`config.mk`:
```
export PLATFORM = sky130hd
export DESIGN_NAME = vector_reduce_unit
export DESIGN_NICKNAME = d
export VERILOG_FILES = /design/src/rtl/vec_pkg.sv /design/src/rtl/q78_saturate.sv /design/src/rtl/vector_reduce_unit.sv
export SDC_FILE = /design/constraint.sdc
export NUM_CORES = 1
export LEC_CHECK = 0
export ABC_AREA = 1
export BUFFER_PORTS_ARGS = -buffer_cell sky130_fd_sc_hd__buf_2
export CAP_MARGIN = 20
export CORE_MARGIN = 2
export CORE_UTILIZATION = 57
export DETAILED_ROUTE_END_ITERATION = 8
export PLACE_DENSITY = 0.81
export SLEW_MARGIN = 40
export SYNTH_ARGS = -nofsm -noshare
export SYNTH_HDL_FRONTEND = slang
export SYNTH_SLANG_ARGS = --single-unit
```
`constraint.sdc`:
```
create_clock -name clk -period 16.8 [get_ports clk]
set_clock_uncertainty 0.15 [all_clocks]
set_input_delay 5.04 -clock clk [delete_from_list [all_inputs] [get_ports clk]]
set_output_delay 5.04 -clock clk [all_outputs]
set_load 0.005 [all_outputs]
```
`src/rtl/vec_pkg.sv`:
```
// Shared types and Q7.8 constants for the vector-ALU result path.
// Pure declarations: no latency, no flow control.
package vec_pkg;

  localparam int LANES      = 16;
  localparam int DATA_WIDTH = 16;
  localparam int FRAC_BITS  = 8;

  localparam logic [DATA_WIDTH-1:0] Q_MAX = 16'h7FFF;
  localparam logic [DATA_WIDTH-1:0] Q_MIN = 16'h8000;

  typedef enum logic [1:0] {
    RED_SUM = 2'b00,
    RED_MAX = 2'b01,
    RED_MIN = 2'b10,
    RED_ABS = 2'b11
  } reduce_op_t;

  typedef enum logic [1:0] {
    IDLE  = 2'd0,
    ACCUM = 2'd1,
    DONE  = 2'd2
  } red_state_t;

endpackage

```
`src/rtl/q78_saturate.sv`:
```
// Clamp a wide signed accumulator into the signed DATA_WIDTH range, flagging clamps.
// Combinational, zero latency; no flow control.
module q78_saturate #(
  parameter int DATA_WIDTH = 16,
  parameter int ACC_WIDTH  = 21
) (
  input  logic [ACC_WIDTH-1:0]  acc,
  output logic [DATA_WIDTH-1:0] data,
  output logic                  sat
);

  localparam logic signed [ACC_WIDTH-1:0] LIM_MAX =
    {{(ACC_WIDTH-DATA_WIDTH+1){1'b0}}, {(DATA_WIDTH-1){1'b1}}};
  localparam logic signed [ACC_WIDTH-1:0] LIM_MIN =
    {{(ACC_WIDTH-DATA_WIDTH+1){1'b1}}, {(DATA_WIDTH-1){1'b0}}};

  logic signed [ACC_WIDTH-1:0] acc_s;

  assign acc_s = acc;

  always_comb begin
    data = acc[DATA_WIDTH-1:0];
    sat  = 1'b0;
    if (acc_s > LIM_MAX) begin
      data = {1'b0, {(DATA_WIDTH-1){1'b1}}};
      sat  = 1'b1;
    end else if (acc_s < LIM_MIN) begin
      data = {1'b1, {(DATA_WIDTH-1){1'b0}}};
      sat  = 1'b1;
    end
  end

endmodule

```
`src/rtl/vector_reduce_unit.sv`:
```
// Folds a LANES-wide Q7.8 vector, one lane per clock, into a saturated scalar (sum/max/min/abs-sum).
// out_valid LANES edges after accept; result held until out_ready, in_ready only while idle.
module vector_reduce_unit import vec_pkg::*; #(
  parameter int DATA_WIDTH = 16,
  parameter int LANES      = 16,
  parameter int ACC_WIDTH  = DATA_WIDTH + $clog2(LANES) + 1
) (
  input  logic                  clk,
  input  logic                  rst,
  input  logic                  in_valid,
  output logic                  in_ready,
  input  logic [DATA_WIDTH-1:0] in_vec [LANES],
  input  logic [1:0]            in_op,
  output logic                  out_valid,
  input  logic                  out_ready,
  output logic [DATA_WIDTH-1:0] out_data,
  output logic                  out_sat,
  output logic                  out_n,
  output logic                  out_z
);

  localparam int CW = $clog2(LANES);

  localparam logic signed [ACC_WIDTH-1:0] ACC_MAX =
    {{(ACC_WIDTH-DATA_WIDTH+1){1'b0}}, {(DATA_WIDTH-1){1'b1}}};
  localparam logic signed [ACC_WIDTH-1:0] ACC_MIN =
    {{(ACC_WIDTH-DATA_WIDTH+1){1'b1}}, {(DATA_WIDTH-1){1'b0}}};

  red_state_t state, state_nxt;
  reduce_op_t op_q;

  logic [DATA_WIDTH-1:0]       lane_q [LANES];
  logic [CW-1:0]               cnt;
  logic signed [ACC_WIDTH-1:0] acc, acc_nxt, lane_ext, lane_abs, identity;
  logic [DATA_WIDTH-1:0]       sat_data;
  logic                        sat_flag;
  logic                        accept, last;

  assign in_ready  = (state == IDLE) && !rst;
  assign out_valid = (state == DONE);
  assign accept    = in_valid && in_ready;
  assign last      = (cnt == CW'(LANES - 1));

  assign lane_ext = {{(ACC_WIDTH-DATA_WIDTH){lane_q[cnt][DATA_WIDTH-1]}}, lane_q[cnt]};
  // ACC_WIDTH leaves headroom, so negating the most negative lane cannot wrap.
  assign lane_abs = lane_ext[ACC_WIDTH-1] ? -lane_ext : lane_ext;

  always_comb begin
    identity = '0;
    case (reduce_op_t'(in_op))
      RED_MAX: identity = ACC_MIN;
      RED_MIN: identity = ACC_MAX;
      default: identity = '0;
    endcase
  end

  always_comb begin
    acc_nxt = acc;
    case (op_q)
      RED_SUM: acc_nxt = acc + lane_ext;
      RED_ABS: acc_nxt = acc + lane_abs;
      RED_MAX: acc_nxt = (lane_ext > acc) ? lane_ext : acc;
      RED_MIN: acc_nxt = (lane_ext < acc) ? lane_ext : acc;
      default: acc_nxt = acc;
    endcase
  end

  q78_saturate #(
    .DATA_WIDTH (DATA_WIDTH),
    .ACC_WIDTH  (ACC_WIDTH)
  ) u_sat (
    .acc  (acc_nxt),
    .data (sat_data),
    .sat  (sat_flag)
  );

  always_comb begin
    state_nxt = state;
    case (state)
      IDLE:    if (accept)    state_nxt = ACCUM;
      ACCUM:   if (last)      state_nxt = DONE;
      DONE:    if (out_ready) state_nxt = IDLE;
      default: state_nxt = IDLE;
    endcase
  end

  always_ff @(posedge clk or posedge rst) begin
    if (rst) begin
      state <= IDLE;
    end else begin
      state <= state_nxt;
    end
  end

  always_ff @(posedge clk or posedge rst) begin
    if (rst) begin
      for (int i = 0; i < LANES; i++) lane_q[i] <= '0;
      op_q     <= RED_SUM;
      cnt      <= '0;
      acc      <= '0;
      out_data <= '0;
      out_sat  <= 1'b0;
      out_n    <= 1'b0;
      out_z    <= 1'b0;
    end else begin
      if (accept) begin
        for (int i = 0; i < LANES; i++) lane_q[i] <= in_vec[i];
        op_q <= reduce_op_t'(in_op);
        cnt  <= '0;
        acc  <= identity;
      end else if (state == ACCUM) begin
        acc <= acc_nxt;
        cnt <= cnt + 1'b1;
        // Output registers load only here, so they stay frozen through DONE.
        if (last) begin
          out_data <= sat_data;
          out_sat  <= sat_flag;
          out_n    <= sat_data[DATA_WIDTH-1];
          out_z    <= (sat_data == '0);
        end
      end
    end
  end

endmodule

```
==> metrics, run 1 <==
status completed; Synth async-reset ratio 1.00; Slew headroom 0.422; DRC 0; register bit total from synthesis 303; post-synth cell types 48; Max Cap Violations 0; Core Rows 62; iteration count of the initial detailed-routing pass 6; gr ovfl total 0; Hold Path Stages 2; Crit-path slowest cell nor3_1; CP startpoint kind input pin; clk slew on worst S/H paths 0.06 ns; Num CTS Buffers 34; Die Height 175 µm; sequential area share after synthesis 0.453; Area Growth Syn to Fin 16.1%; Vias/cell 5.71; Synth top area share 0.453; Core ar. 28800 µm²; number of I/O port buffers 282; Top FF cell, synth dfrtp_1; Layout Nets 2765; CP required 11.61 ns; largest net degree at the start of global routing 168; gpl congestion 1.01; Die Area 30800 µm²; Finish-stage setup viols 0; critical path class in2out; initial antenna violation count 7; initial core utilization 0.582; Synth area leaders dfrtp_1 (45%), nand2_1 (21%), o21ai_0 (5.6%), nor2_1 (3.7%), ha_1 (3.7%); Top cell by count, worst path buf_2; Data arrival, critical path 5.70 ns; final WL 53300 µm; max incr delay on CP 0.32 ns; Non-Filler Instances 2865; layout cell share with drive strength beyond 1 0.165; placed cells 2800; max-slew violations 0; Tot GR Track Use 0.349; Die W 175 µm; CP endpoint kind output port; Fin. Hold Viols 0; CTS tree yes; Final min period 10.89 ns; Post-Syn Nets 2563; Crit Path Max Fanout 2; FILL cells 2407; RSZ-0062 raised after global routing false; clock sinks 303; WP depth 3; Worst Max-Slew Pin Slew 0.858 ns; Detail Route Antenna Nets 0; cells on worst reg2reg path 32; vias after detailed routing 16400; DP HPWL 36700 µm; WP buf/inv 2; cell type with the largest total area after synthesis dfrtp_1; clk buf depth 3; post-route setup TNS 0 ns; Syn Std Cell Area 16700 µm²; Clock Latency Late Sink 0.53 ns; Ports 283; post-layout util 0.676; Post-synth EDFFs 0; crit-path leading delay family buffers and inverters; # hold bufs at CTS 0; Root Driver clkbuf_16; wire per inst 18.6 µm; Max Fclk 91.8 MHz; fin crit share 0.648; H-tree depth 2; vias in the first global route 15900; Synth Instances 2251; post-CTS setup buffer count 0; first-pass GRT wire length 84300 µm; post-CTS resize count 0; Avg Cell Area, Syn 7.44 µm²; initial DRC count 1632; Hold Path Class reg2reg; CP Cell Sequence buf_2 > nor3_1 > buf_2; Yosys warning count 0
==> cell usage after synthesis, types with 5 or more instances <==
master     instances
a21oi_1           64
nand3_1           46
clkbuf_1          96
nand4_1            7
dfrtp_1          303
a2bb2oi_2          8
a22oi_1           21
o21ai_0          186
o22ai_1           16
a31oi_1           13
o211ai_1          40
o21ai_1            6
inv_2              8
nor2_1           165
ha_1              49
inv_1            110
xnor2_1            6
o221ai_1          37
nor2_2            10
buf_4              5
buf_2             20
nor3_1            10
nand2_1          952
nand2_2           10
buf_1              7
xor2_1            14
==> registers in the layout (all words and copies together) (netlist names) <==
signal,count
acc,21
cnt,4
lane_q,256
op_q,2
out_data,16
out_sat,1
out_z,1
state,2
==> path summary, 6_finish.rpt <==
path	startpoint	endpoint	slack, ns
max	rst	in_ready	5.91
min	lane_q[19]$_DFFE_PP0P_	lane_q[19]$_DFFE_PP0P_	0.32
max reg2reg	cnt[0]$_DFFE_PP0P_	out_z$_DFFE_PP0P_	9.80
min reg2reg	lane_q[19]$_DFFE_PP0P_	lane_q[19]$_DFFE_PP0P_	0.32
max in group asynchronous	rst	lane_q[157]$_DFFE_PP0P_	9.92
min in group asynchronous	rst	lane_q[136]$_DFFE_PP0P_	4.38
==> logic make-up (layout without fill, tap and decap cells) <==
| kind of cell | after synthesis | in the layout | share of synthesized area |
|---|---|---|---|
| AND/OR/NAND/NOR | 1213 | 1213 | 0.286 |
| AO/OA/AOI/OAI | 413 | 413 | 0.152 |
| flip-flops | 303 | 303 | 0.453 |
| buffers and inverters | 252 | 479 | 0.0609 |
| adder cells (fa/ha/maj) | 50 | 50 | 0.0378 |
| XOR/XNOR | 20 | 20 | 0.0105 |
| other | 0 | 3 | 0 |
==> worst register-to-register path: cells and delay by family (launching register included) <==
family	cells	cell delay, ns
fa+ha+maj	2	0.58
flops	1	0.82
compound gates	7	1.71
xor+xnor	1	0.11
buf+inv	4	0.96
simple gates	18	2.62
==> cell type report <==
type | instances | area, µm² | area share
multi-input combinational | 1696 | 8150 | 0.419
sequential | 303 | 7590 | 0.390
timing repair buffer | 298 | 1590 | 0.0817
clock buffer | 50 | 991 | 0.0510
tap | 384 | 480 | 0.0247
inverter | 120 | 478 | 0.0246
clock inverter | 11 | 160 | 0.00824
antenna | 3 | 7.51 | 0.000386
==> layout by cell type, fill, tap and decap left out, types with 4 or more instances in the layout <==
cell type and instances:
inv_1 107, nor2_2 10, nor3_1 10, clkbuf_16 34, o21bai_1 4, nand2_2 10, o21ai_1 6, xnor2_1 6
buf_4 8, inv_2 8, clkinv_2 5, dfrtp_1 301, buf_6 5, clkbuf_1 8, nand3_1 46, nand2_1 951
ha_1 48, nor2_1 165, xor2_1 14, o221ai_1 37, a31oi_1 13, o22ai_1 16, clkbuf_8 9, o211ai_1 40
nand4_1 7, buf_2 282, a22oi_1 21, a21oi_1 64, o21ai_0 186, a2bb2oi_2 8, o31ai_1 4
==> metrics by stage <==
step	area (µm²)	hold WS (ns)	worst slack (ns)
2_1_floorplan	16700	0.294	3.24
3_3_place_gp	18200	0.306	5.93
3_5_place_dp	18200	0.310	5.91
4_1_cts	19400	0.325	5.91
5_1_grt	19400	0.340	5.88
6_report	19400	0.323	5.91
==> layer usage <==
metal	routed length (µm)	GRT usage	part of all wire
met5	32	0	0.00060
met1	22000	0.466	0.41
met4	2400	0.144	0.045
met3	3990	0.0515	0.075
met2	24900	0.572	0.47
Power of run 1 is not shown: default switching activity piles up to over one toggle a cycle in this logic, so the estimate is an artifact.
==> inputs of run 2 (changes only) <==
Settings changed: CORE_UTILIZATION 57 to 52, PLACE_DENSITY 0.81 to 0.78.
Clock period 16.8 ns to 9.35 ns, I/O delays scaled along.
==> run 2 against run 1 <==
Sequential share of layout area rose by 0.11 points. Worst setup slack worse by 2.9 ns. Routed wire length rose by 2.4%. Critical path depth is the same. Core utilization decreased by 6.3 points. Non-clock buffer count decreased by 1. Cell count grew 0.45%. First-iteration DRC count rose by 18%. Hold slack gained 0.00071 ns. Clock-buffer cell count is 1 lower. Largest cell class unchanged. Highest routed layer is now met4.
==> metrics, run 2 (synthesis gave the netlist of run 1 again) <==
CTS tree yes; final WL 54600 µm; Slew headroom 0.395; Ports 283; initial core utilization 0.529; vias after detailed routing 16500; Hold Path Class reg2reg; initial antenna violation count 2; Layout Nets 2764; Hold Path Stages 2; Tot GR Track Use 0.321; gr ovfl total 0; status completed; R2R setup slack 3.01 ns; CP endpoint kind output port; post-route setup TNS 0 ns; H-tree depth 2; Clock Latency Late Sink 0.54 ns; max incr delay on CP 0.31 ns; clk slew on worst S/H paths 0.06 ns; CP required 6.40 ns; wire per inst 19.0 µm; Core Rows 65; DRC 0; Final min period 6.39 ns; Largest regs lane_q: 256 flops, acc: 21 flops, out_data: 16 flops; Area Growth Syn to Fin 15.8%; Fin. Hold Viols 0; CP startpoint kind input pin; Top reg by flops lane_q; Finish-stage setup viols 0; first-pass GRT wire length 84500 µm; Crit Reg-Reg Startpoint cnt[0]$_DFFE_PP0P_; max-slew violations 0; reg2reg end out_z$_DFFE_PP0P_; number of I/O port buffers 282; Core ar. 31600 µm²; critical path class in2out; Max Cap Violations 0; clock sinks 303; cells on worst reg2reg path 32; Die Height 183 µm; commonest cells after routing, fill and taps aside nand2_1 (951), dfrtp_1 (301), buf_2 (282); Min-Delay Startpoint lane_q[110]$_DFFE_PP0P_; clk buf depth 3; Root Driver clkbuf_16; initial DRC count 1931; largest net degree at the start of global routing 191; post-CTS resize count 0; Data arrival, critical path 3.43 ns; commonest non-fill, non-tap cell in the layout nand2_1; DP HPWL 38100 µm; Worst Max-Slew Pin Slew 0.907 ns; Num CTS Buffers 34; Top cell by count, worst path buf_2; layout cell share with drive strength beyond 1 0.164; # hold bufs at CTS 0; Crit Path Max Fanout 2; Die W 183 µm; CP Cell Sequence buf_2 > nor3_1 > buf_2; fin crit share 0.683; Die Area 33700 µm²; RSZ-0062 raised after global routing false; Hold Crit Endpoint lane_q[110]$_DFFE_PP0P_; Max Fclk 157 MHz; Detail Route Antenna Nets 0; Crit-path slowest cell nor3_1; vias in the first global route 15800; iteration count of the initial detailed-routing pass 5; post-CTS setup buffer count 0; Vias/cell 5.75; Largest register FFs 256; gpl congestion 1.00
[run 2: cell count changes in the layout (fill, tap and decap cells not counted)]
cell	before	now
buf_6	5	3
buf_4	8	9
bufinv_16	3	2
clkbuf_8	9	8
clkinv_4	1	0
clkinv_8	2	1
clkinvlp_4	0	1
diode_2	3	2
inv_4	1	0
inv_6	0	1
[run 2: critical path, delay by kind of cell]
| kind | cells | cell delay (ns) |
|---|---|---|
| buf+inv | 2 | 0.31 |
| simple gates | 1 | 0.31 |
[run 2: layout make-up]
| class | count | area (µm²) |
|---|---|---|
| Timing Repair Buffer | 297 | 1570 |
| Multi-Input combinational cell | 1696 | 8150 |
| Tap cell | 402 | 503 |
| Clock inverter | 9 | 121 |
| Sequential cell | 303 | 7590 |
| Fill cell | 2874 | 12200 |
| Antenna cell | 2 | 5.00 |
| Clock buffer | 49 | 977 |
| Inverter | 120 | 472 |
[run 2: stage by stage]
step                      worst slack [ns]  utilization  area [µm²]  cells  hold slack [ns]
after CTS                             2.96        0.612       19400   2876            0.326
after global routing                  2.35        0.613       19400   2877            0.342
after floorplan                       2.37            -       16700   2251            0.294
after global placement                3.00        0.576       18200   2817            0.307
final                                 2.96        0.613       19400   2878            0.324
after detailed placement              2.96        0.578       18300   2818            0.310
[run 2: worst max path at each step]
| stage | start | end | slack, ns | cells past startpoint |
|---|---|---|---|---|
| after CTS | rst | in_ready | 2.96 | 3 |
| after global routing | cnt[0]$_DFFE_PP0P_ | out_z$_DFFE_PP0P_ | 2.35 | 32 |
| after global placement | rst | in_ready | 3.00 | 3 |
| after floorplan | rst | acc[0]$_DFFE_PP0P_ | 2.37 | 1 |
| after detailed placement | rst | in_ready | 2.96 | 3 |
| final | rst | in_ready | 2.96 | 3 |
[run 2: layer usage]
metal | part of all wire | global-route usage
met3 | 0.080 | 0.0454
met1 | 0.42 | 0.443
met2 | 0.46 | 0.511
met4 | 0.042 | 0.131
met5 | 0 | 0
Power of run 2 is left out for the same reason.
==> inputs of run 3 (changes only) <==
Clock period 9.35 ns to 5.26 ns, I/O delays scaled along.
==> run 3 against run 2 <==
Critical path depth grew 24. Flip-flop and latch count is the same. Hold slack lost 0.00082 ns. First-iteration DRC count shrank 11%. Critical endpoint is now out_sat$_DFFE_PP0P_. Critical path type is now reg2reg. Worst setup slack lost 2.8 ns. Largest cell class unchanged. Global-route usage grew 1.5 points. Routed wire length grew 5.1%. Cell count grew 3.2%. Register-to-register slack lost 2.9 ns. Non-clock buffer count grew 84. Sequential share of layout area shrank 2.1 points.
==> metrics, run 3 (synthesis gave the netlist of run 1 again) <==
Largest register FFs 256; Top reg by flops lane_q; Reg area 7590 µm²; largest net degree at the start of global routing 155; Die Height 183 µm; # hold bufs at CTS 0; Num CTS Buffers 36; CP startpoint kind flop; vias in the first global route 16500; gr ovfl total 0; Ports 283; start point of the critical path cnt[0]$_DFFE_PP0P_; area occupied by multi-input gates 8390 µm²; Core ar. 31600 µm²; Root Driver clkbuf_16; Crit Path Max Fanout 14; Data arrival, critical path 5.44 ns; status completed; DRC 0; Core Rows 65; H-tree depth 2; initial antenna violation count 1; layout cell share with drive strength beyond 1 0.212; commonest non-fill, non-tap cell in the layout nand2_1; Area Growth Syn to Fin 22.5%; Max Fclk 195 MHz; DP HPWL 41200 µm; Layout Nets 2852; initial core utilization 0.529; initial DRC count 1728; CP required 5.57 ns; vias after detailed routing 16900; Slew headroom 0.460; Detail Route Antenna Nets 0; Max Cap Violations 0; fin crit share 0.974; FILL cells 2771; Finish-stage setup viols 0; worst hold slack 0.323 ns; critical path class reg2reg; Die Area 33700 µm²; CP endpoint kind flop; Largest regs lane_q: 256 flops, acc: 21 flops, out_data: 16 flops; Tot GR Track Use 0.336; number of I/O port buffers 282; clk buf depth 3; clock sinks 303; gpl congestion 0.941; RSZ-0062 raised after global routing true; Final min period 5.12 ns; commonest cells after routing, fill and taps aside nand2_1 (941), dfrtp_1 (301), buf_2 (282); max-slew violations 0; Vias/cell 5.71; first-pass GRT wire length 88400 µm; Worst Max-Slew Pin Slew 0.811 ns; Hold Path Class reg2reg; Clock Latency Late Sink 0.55 ns; Crit Reg-Reg Startpoint cnt[0]$_DFFE_PP0P_; Die W 183 µm; clk slew on worst S/H paths 0.06 ns; wire per inst 19.3 µm; Min-Delay Startpoint lane_q[94]$_DFFE_PP0P_; iteration count of the initial detailed-routing pass 7; Fin. Hold Viols 0; final WL 57400 µm; CTS tree yes
## run 3: cell types whose count changed in the layout (fill, tap and decap cells not counted), sizes merged
cell / change
buf: +82
clkbuf: +5
diode: -1
clkinv: +4
o21bai: +1
inv: +1
## run 3: metrics by stage
step / cells / setup WS, ns / utilization / cell area [µm²] / setup TNS, ns
after floorplan: 2251 / -0.497 / - / 16700 / -150.60
after global placement: 2888 / 0.198 / 0.596 / 18900 / 0
after detailed placement: 2890 / 0.0618 / 0.597 / 18900 / 0
after CTS: 2955 / 0.0300 / 0.635 / 20100 / 0
after global routing: 2970 / -0.123 / 0.648 / 20500 / -0.443
final: 2970 / 0.136 / 0.648 / 20500 / 0
## run 3: area by class of cell
class | count | share of cell area
antenna | 1 | 0.000122
timing repair inverter | 1 | 0.000427
multi-input combinational | 1697 | 0.409
tap | 402 | 0.0245
timing repair buffer | 381 | 0.114
clock buffer | 52 | 0.0498
sequential | 303 | 0.370
clock inverter | 13 | 0.00830
inverter | 120 | 0.0231
## run 3: worst max-delay path, cell delays in order (launching register included)
cell	delay, ns
dfrtp_4	0.51
buf_12	0.16
buf_12	0.14
buf_4	0.16
o21ai_0	0.20
o22ai_1	0.13
o211ai_1	0.31
nand2_1	0.18
buf_4	0.20
ha_1	0.27
nand2_1	0.11
inv_1	0.07
nand2_1	0.08
nand2_1	0.06
nand2_1	0.06
nand2_1	0.12
nand2_1	0.17
nand4_2	0.21
nand3_4	0.28
inv_1	0.26
o21ai_1	0.19
nand3_1	0.13
o21ai_4	0.16
inv_1	0.12
nor2_4	0.16
nor2_4	0.05
buf_4	0.21
a2bb2oi_1	0.15
## run 3: path summary, 6_finish.rpt
check | to | slack [ns] | depth (start not counted)
max in group asynchronous | lane_q[186]$_DFFE_PP0P_ | 3.04 | 4
hold / removal | lane_q[94]$_DFFE_PP0P_ | 0.32 | 2
hold reg to reg | lane_q[94]$_DFFE_PP0P_ | 0.32 | 2
min in group asynchronous | acc[12]$_DFFE_PP0P_ | 0.86 | 2
setup / recovery | out_sat$_DFFE_PP0P_ | 0.14 | 27
setup reg to reg | out_sat$_DFFE_PP0P_ | 0.14 | 27
## run 3: routing by layer
metal	up-vias	share of wire	global-route usage
li1	7888	-	-
met1	8061	0.41	0.456
met2	841	0.47	0.544
met3	158	0.079	0.0511
met4	0	0.042	0.132
met5	-	0	0
## run 3: timing repair
item,CTS,global route
gates resized for setup,0,86
setup endpoints to repair,0,19
setup buffers,0,10
Power of run 3 is left out for the same reason.
